===== config.mk =====
export PLATFORM = sky130hd
export DESIGN_NAME = counter_strobe_modal
export DESIGN_NICKNAME = d
export VERILOG_FILES = /design/src/rtl/counter_strobe_modal.sv
export SDC_FILE = /design/constraint.sdc
export NUM_CORES = 1
export LEC_CHECK = 0
export CAP_MARGIN = 20
export CORE_ASPECT_RATIO = 1.75
export CORE_UTILIZATION = 45
export CTS_CLUSTER_SIZE = 40
export DETAILED_ROUTE_END_ITERATION = 12
export PLACE_DENSITY = 0.68
export SLEW_MARGIN = 0
export SYNTH_ARGS = -nofsm -noshare
export SYNTH_HDL_FRONTEND = slang
export SYNTH_SLANG_ARGS = --single-unit

===== constraint.sdc =====
create_clock -name clk -period 4.7 [get_ports clk]
set_input_delay 0.94 -clock clk [delete_from_list [all_inputs] [get_ports clk]]
set_output_delay 0.94 -clock clk [all_outputs]
set_load 0.02 [all_outputs]

===== src/rtl/counter_strobe_modal.sv =====
// Modal tick counter: strobes once per period_active accepted ticks, periodic or one-shot.
// Latency: strobe/valid/count one cycle after an accepted tick; ready drops for LATENCY idle cycles after any enable.
module counter_strobe_modal #(
  parameter int WIDTH   = 32,
  parameter int LATENCY = 1
) (
  input  logic             clk,
  input  logic             rst,
  input  logic             enable,
  input  logic [WIDTH-1:0] reset_value,
  input  logic             load,
  input  logic             one_shot,
  input  logic             arm,
  output logic             strobe,
  output logic             ready,
  output logic             valid,
  output logic             armed,
  output logic [WIDTH-1:0] count,
  output logic             missed
);

  localparam int RDY_W = LATENCY + 1;

  logic [WIDTH-1:0] period_active;
  logic [WIDTH-1:0] period_shadow;
  logic             pending;
  logic [RDY_W-1:0] rdy_sr;
  logic [RDY_W-1:0] rdy_shift;

  logic             tick;
  logic             trigger;
  logic             fire;

  logic [WIDTH-1:0] count_nxt;
  logic [WIDTH-1:0] period_active_nxt;
  logic [WIDTH-1:0] period_shadow_nxt;
  logic             pending_nxt;
  logic             armed_nxt;
  logic             missed_nxt;
  logic [RDY_W-1:0] rdy_nxt;

  // With no spacing required the tracker is a single bit that never leaves 1.
  generate
    if (LATENCY == 0) begin : g_no_spacing
      assign rdy_shift = 1'b1;
    end else begin : g_spacing
      assign rdy_shift = {rdy_sr[LATENCY-1:0], 1'b1};
    end
  endgenerate

  assign ready   = rdy_sr[LATENCY];
  assign tick    = enable & ready & armed;
  assign trigger = (count >= period_active);
  assign fire    = tick & trigger;

  always_comb begin
    count_nxt         = count;
    period_active_nxt = period_active;
    period_shadow_nxt = period_shadow;
    pending_nxt       = pending;
    armed_nxt         = armed;
    missed_nxt        = missed | (enable & ~ready & armed);
    rdy_nxt           = enable ? RDY_W'(1) : rdy_shift;

    if (tick) begin
      count_nxt = trigger ? WIDTH'(1) : count + WIDTH'(1);
    end

    if (load) begin
      period_shadow_nxt = reset_value;
      pending_nxt       = 1'b1;
    end

    // A load landing on the trigger itself bypasses the shadow register.
    if (fire) begin
      if (load) begin
        period_active_nxt = reset_value;
        pending_nxt       = 1'b0;
      end else if (pending) begin
        period_active_nxt = period_shadow;
        pending_nxt       = 1'b0;
      end
    end

    if (fire && one_shot) begin
      armed_nxt = 1'b0;
    end
    if (arm) begin
      armed_nxt = 1'b1;
    end
  end

  always_ff @(posedge clk) begin
    if (rst) begin
      count         <= WIDTH'(1);
      strobe        <= 1'b0;
      valid         <= 1'b0;
      missed        <= 1'b0;
      armed         <= 1'b1;
      pending       <= 1'b0;
      rdy_sr        <= RDY_W'(1);
      period_active <= reset_value;
      period_shadow <= reset_value;
    end else begin
      count         <= count_nxt;
      strobe        <= fire;
      valid         <= tick;
      missed        <= missed_nxt;
      armed         <= armed_nxt;
      pending       <= pending_nxt;
      rdy_sr        <= rdy_nxt;
      period_active <= period_active_nxt;
      period_shadow <= period_shadow_nxt;
    end
  end

endmodule


==> results of run 1 <==
==> cell type report <==
type	count	area [um^2]	share of cell area [%]
Inverter	35	131	2.15
Clock inverter	6	85.1	1.39
Sequential cell	102	2680	43.9
Timing Repair Buffer	79	778	12.7
Clock buffer	10	229	3.75
Tap cell	130	163	2.66
Multi-Input combinational cell	251	2040	33.4
==> worst min path at each step <==
stage,from,to,slack [ps],cells after the start
global placement,missed$_SDFF_PP0_,missed$_SDFF_PP0_,460,2
detailed placement,pending$_SDFF_PP0_,pending$_SDFF_PP0_,470,2
finish,pending$_SDFF_PP0_,pending$_SDFF_PP0_,490,2
floorplan,pending$_SDFF_PP0_,pending$_SDFF_PP0_,440,2
global route,pending$_SDFF_PP0_,pending$_SDFF_PP0_,500,2
CTS,pending$_SDFF_PP0_,pending$_SDFF_PP0_,490,2
==> cells by family after synthesis <==
logic type | count (synthesis) | share of synthesized area [%]
AOI/OAI and AO/OA | 35 | 5.43
xor gates and xnor gates | 29 | 5.18
adders and majority gates | 33 | 8.42
buffers and inverters | 44 | 3.85
DFF | 102 | 54.7
muxes | 32 | 7.35
and+or+nand+nor | 122 | 15.1
==> synthesized netlist by cell type (2+ instances only) <==
cell / number / share of area, %
a21o_1: 2 / 0.31
a21oi_1: 13 / 1.3
a31oi_1: 2 / 0.25
and2_1: 2 / 0.25
and3_1: 6 / 0.77
and4_1: 6 / 1.1
buf_6: 3 / 0.69
clkbuf_1: 5 / 0.38
dfxtp_1: 38 / 16
edfxtp_1: 64 / 39
ha_1: 33 / 8.4
inv_1: 35 / 2.7
mux2_2: 32 / 7.3
nand2_1: 24 / 1.8
nand3_1: 12 / 1.2
nand3b_1: 2 / 0.31
nand4_1: 12 / 1.5
nor2_1: 13 / 0.99
nor2_2: 29 / 3.7
nor2b_1: 2 / 0.25
nor3_1: 4 / 0.41
nor4_4: 2 / 0.87
o21a_1: 3 / 0.46
o21ai_0: 4 / 0.41
o21ai_1: 2 / 0.20
xnor2_1: 5 / 0.89
xor2_1: 24 / 4.3
==> power groups by stage <==
stage          Combinational (mW)  Clock (mW)  Sequential [mW]
2_1_floorplan              0.0925           0             1.05
3_3_place_gp                0.159           0             1.05
3_5_place_dp                0.165           0             1.05
4_1_cts                     0.167       0.806             1.03
5_1_grt                     0.181       0.835             1.03
6_report                    0.163       0.791             1.03
==> flip-flops by register name, indices dropped and copies added, names as in the netlist <==
name and cells:
rdy_sr 1, strobe 1, period_shadow 32, count 32, pending 1, armed 1
missed 1, period_active 32, valid 1
==> per-layer routing <==
metal,part of all wire [%],vias up,GRT usage (%)
met1,38,1561,19.6
met3,2.9,20,3.97
met5,0,-,0
met2,56,65,34.9
met4,2.7,0,8.55
li1,-,1581,-
==> critical path, cell delays in order (launching register included) <==
cell	delay [ps]
dfxtp_1	380
ha_1	330
nand4_1	140
or3_4	430
a2111oi_4	330
o31ai_4	150
o21ai_4	570
buf_4	400
nor2_2	70
==> run_results.csv, run 1 <==
group,metric,value,unit
logic_synthesis,synth_cell_types,45,
setup_path,end_kind,"flip-flop",
sta,tightest_slew,651,ps
finish,drive_gt1_share,19.5,%
global_routing,grt.total_usage,18.9,%
logic_synthesis,synth-seq-cells,102,
finish,nets,549,
floorplan,die-area,11300,um^2
logic_synthesis,synthArstFlopShare,0,%
finish,finish.utilization,57.4,%
setup_path,worstSetupPathType,"flip-flop to flip-flop",
logic_synthesis,syn_nets,468,
logic_synthesis,synth_ff_type,"edfxtp_1",
hold_path,min_path_type,"flip-flop to flip-flop",
power,swShare,21.4,%
finish,fin_cells,613,
sta,maxSlewHeadroom,56.4,%
sta,finalMaxSlewViolations,0,
run,maxCapViolCount,0,
floorplan,rows,50,
setup_path,crit_fanout,16,
clock_network,cts_buffers,9,
detailed_routing,drt_iter0_markers,131,
run_status,outcome,"completed",
sta,setup_viol,0,
power,p_int,1.56,mW
power,power,1.98,mW
detailed_routing,avgViaCountPerCell,5.26,
logic_synthesis,yosysWarnings,0,
finish,fillCellCount,926,
placed_design,place.gp.congestion,0.760,
power,p_switching,425,uW
placed_design,dp_hpwl,7210,um
placed_design,port_buffers,74,
setup_path,r2r-end,"count[9]$_SDFFE_PP0P_",
floorplan,die_h,140,um
power,power_frac_comb,8.2,%
logic_synthesis,netlist_instances,397,
detailed_routing,drt-pass1-iter-count,4,
detailed_routing,drcViolationCount,0,
setup_path,r2r_start,"count[13]$_SDFFE_PP0P_",
power,p_seq_share,51.9,%
global_routing,grt_max_degree,34,
logic_synthesis,synth-edff-count,64,
setup_path,crit_start,"count[13]$_SDFFE_PP0P_",
sta,fin_tns_setup,0,ps
clock_network,cts.sinks,102,
sta,hold_viol,0,
clock_network,tritoncts,"yes",
detailed_routing,routedWlPerCell,15.9,um
power,clkPwrFrac,39.9,%
setup_path,r2r_cells,8,
clock_network,hold_buffers,0,
detailed_routing,postRouteAntennaNets,0,
setup_path,r2r_setup_slack,1770,ps
logic_synthesis,yosysSeqAreaShare,54.7,%
power,p_leak,2.39,nW
clock_network,clk_latency,350,ps
placed_design,place_ws,1490,ps
sta,whs,485,ps
sta,rsz0062_at_grt,"no",
clock_network,clkTransAtPathRegs,70,ps
setup_path,cp.required,4930,ps
detailed_routing,num_vias,3227,
setup_path,crit_end,"count[9]$_SDFFE_PP0P_",
sta,min_period_over_period,62.4,%
clock_network,cts_root_buf,"clkbuf_16",
floorplan,start_util,46.1,%
global_routing,grt_pass1_wl,16000,um
floorplan,core_area,10600,um^2
detailed_routing,routed_wl,9750,um
clock_network,clock_path_buffers,2,
sta,setup_slack,1770,ps
global_routing,grt_pass1_vias,3384,
floorplan,die_w,80.9,um
setup_path,crit_arrival,3160,ps
logic_synthesis,synth.avg_cell_area,12.4,um^2
power,powerDensity,325,nW/um^2
finish,layout_commonest_cell,"clkdlybuf4s50_1",
setup_path,critPathLaunchType,"flip-flop",
global_routing,grt_overflow,0,
sta,max_freq,0.341,GHz
global_routing,antenna_found_initial,0,
sta,skew,9.40,ps
placed_design,dpl_cell_area,5790,um^2
finish,final_cell_mix,"clkdlybuf4s50_1 (74), edfxtp_1 (64), dfxtp_1 (38)",
clock_network,postCtsSetupBuffers,0,
sta,period_needed,2930,ps
logic_synthesis,syn-cell-area,4910,um^2
floorplan,ioPinCount,75,
finish,diodes,0,
clock_network,post_cts_resize_count,0,
placed_design,dp.cells,597,
finish,syn_to_final_growth,24.5,%
power,vdd_drop_max,227,uV
finish,design_area,6110,um^2
clock_network,htree_levels,3,
Power figures use the tool's default switching activity.
==> inputs of run 2 (changes only) <==
--- a/config.mk
+++ b/config.mk
@@ -10,7 +10,7 @@
 export CORE_UTILIZATION = 45
 export CTS_CLUSTER_SIZE = 40
 export DETAILED_ROUTE_END_ITERATION = 12
-export PLACE_DENSITY = 0.68
+export PLACE_DENSITY = 0.71
 export SLEW_MARGIN = 0
 export SYNTH_ARGS = -nofsm -noshare
 export SYNTH_HDL_FRONTEND = slang
==> constraint.sdc (replaced) <==
create_clock -name clk -period 2.4 [get_ports clk]
set_input_delay 0.48 -clock clk [delete_from_list [all_inputs] [get_ports clk]]
set_output_delay 0.48 -clock clk [all_outputs]
set_load 0.02 [all_outputs]
==> run_results.csv, run 2 (synthesized netlist as in run 1, its figures left out) <==
group,metric,value,unit
run_status,outcome,"finished with violations",
run_status,violations,"negative setup slack",
setup_path,worstSetupPathType,"flip-flop to flip-flop",
clock_network,cts.sinks,102,
global_routing,grt_max_degree,33,
finish,seq_area,2690,um^2
finish,diodes,0,
global_routing,grt_overflow,0,
sta,rsz0062_at_grt,"yes",
sta,setup_viol,41,
power,vdd_drop_max,504,uV
sta,finalMaxSlewViolations,0,
sta,hold_viol,0,
run,maxCapViolCount,0,
detailed_routing,num_vias,3435,
floorplan,rows,50,
floorplan,die-area,11300,um^2
setup_path,path_cells,"inv_2 -> ha_4 -> nand2_1 -> or3_4 -> a2111oi_4 -> o31ai_4 -> buf_6 -> o21ai_4 -> clkbuf_16 -> nor2_2",
clock_network,cts_buffers,9,
detailed_routing,drt-pass1-iter-count,4,
global_routing,grt_pass1_wl,16900,um
finish,drive_gt1_share,29.2,%
sta,setup_slack,-57.3,ps
finish,finish.utilization,62.2,%
finish,fin_cells,654,
clock_network,clkTransAtPathRegs,70,ps
hold_path,min_path_type,"flip-flop to flip-flop",
finish,nets,590,
setup_path,critPathLaunchType,"flip-flop",
clock_network,tritoncts,"yes",
floorplan,die_h,140,um
sta,maxSlewHeadroom,74.6,%
sta,max_freq,0.407,GHz
power,powerDensity,580,nW/um^2
clock_network,clock_path_buffers,2,
sta,min_period_over_period,102,%
global_routing,antenna_found_initial,0,
floorplan,start_util,46.1,%
finish,top_regs,"count x32, period_active x32, period_shadow x32",
floorplan,die_w,80.9,um
detailed_routing,drcViolationCount,0,
finish,multi_input_area,2140,um^2
placed_design,place_ws,-11.6,ps
setup_path,crit_fanout,8,
placed_design,place.gp.congestion,0.790,
finish,syn_to_final_growth,34.9,%
clock_network,htree_levels,3,
floorplan,ioPinCount,75,
detailed_routing,routed_wl,10800,um
global_routing,grt_pass1_vias,3524,
setup_path,crit_family,"compound AO/OA/AOI/OAI gates",
placed_design,dp_hpwl,7830,um
detailed_routing,postRouteAntennaNets,0,
finish,fillCellCount,847,
detailed_routing,routedWlPerCell,16.6,um
setup_path,cpPeakStageDelay,410,ps
setup_path,crit_arrival,2690,ps
power,p_leak,2.62,nW
placed_design,port_buffers,74,
setup_path,crit_buf_inv,3,
placed_design,dpl_cell_area,6120,um^2
finish,layout_commonest_cell,"clkdlybuf4s50_1",
finish,design_area,6620,um^2
setup_path,cp_slowest_cell,"or3_4",
sta,tightest_slew,376,ps
finish,final_cell_mix,"clkdlybuf4s50_1 (74), edfxtp_1 (64), buf_4 (37)",
detailed_routing,avgViaCountPerCell,5.25,
detailed_routing,drt_iter0_markers,217,
clock_network,cts_root_buf,"clkbuf_16",
setup_path,end_kind,"flip-flop",
floorplan,core_area,10600,um^2
setup_path,cp.required,2640,ps
clock_network,clk_latency,350,ps
global_routing,grt.total_usage,20.0,%
placed_design,dp.cells,628,
sta,period_needed,2460,ps
setup_path,r2r_setup_slack,-60,ps
sta,skew,8.38,ps
[run 2: cell types whose count changed in the layout (fill, tap and decap cells not counted), moves of 5 or more]
cell	previous run	this run
buf_12	0	5
buf_4	5	37
ha_1	33	27
ha_4	0	6
inv_1	35	30
inv_2	0	5
[run 2: what timing repair did]
| action | CTS | global route |
|---|---|---|
| buffers inserted | 0 | 7 |
| cloned | 0 | 3 |
| hold buffers | 0 | 0 |
| pin swaps | 1 | 9 |
| gates resized for setup | 0 | 13 |
| endpoints found under the setup margin | 32 | 32 |
[run 2: cell type report]
| type | instances | area share [%] |
|---|---|---|
| clock buffers | 9 | 3.40 |
| clock inverters | 7 | 0.964 |
| inverters | 35 | 1.98 |
| multi-input cells | 251 | 32.3 |
| flip-flops and latches | 102 | 40.6 |
| well taps | 130 | 2.46 |
| repair buffers | 120 | 18.2 |
[run 2: worst reg2reg max path: cells and delay by family, from the launching register on]
kind / cells / cell delay (ps)
compound gates: 3 / 770
simple gates: 3 / 520
buf+inv: 3 / 450
flops: 1 / 360
fa+ha+maj: 1 / 260
[run 2: stage by stage]
step / TNS, ps / hold WS (ps) / power [mW]
2_1_floorplan: 0 / 445 / 2.24
3_3_place_gp: 0 / 461 / 2.40
3_5_place_dp: -298 / 468 / 2.42
4_1_cts: 0 / 486 / 3.84
5_1_grt: -4350 / 522 / 3.96
6_report: -1010 / 481 / 3.84
[run 2: path summary, 6_finish.rpt]
kind                               from                     end  depth (start not counted)
max reg2reg  period_active[9]$_DFFE_PP_  count[10]$_SDFFE_PP0P_                         10
min reg2reg          pending$_SDFF_PP0_      pending$_SDFF_PP0_                          2
min                  pending$_SDFF_PP0_      pending$_SDFF_PP0_                          2
max          period_active[9]$_DFFE_PP_  count[10]$_SDFFE_PP0P_                         10
[run 2: power breakdown]
group / switching (mW) / total (mW) / internal, mW
registers: 0.0282 / 2.00 / 1.98
clock network: 0.627 / 1.43 / 0.801
logic: 0.195 / 0.406 / 0.212
total: 0.850 / 3.84 / 2.99
[run 2: per-layer routing]
layer  vias to the layer above  track usage (%)  share of wire, %
met1                      1667             20.7                37
met5                         -                0                 0
met4                         0             8.83               3.6
met3                        25             4.10               3.3
met2                        84             37.1                56
li1                       1659                -                 -
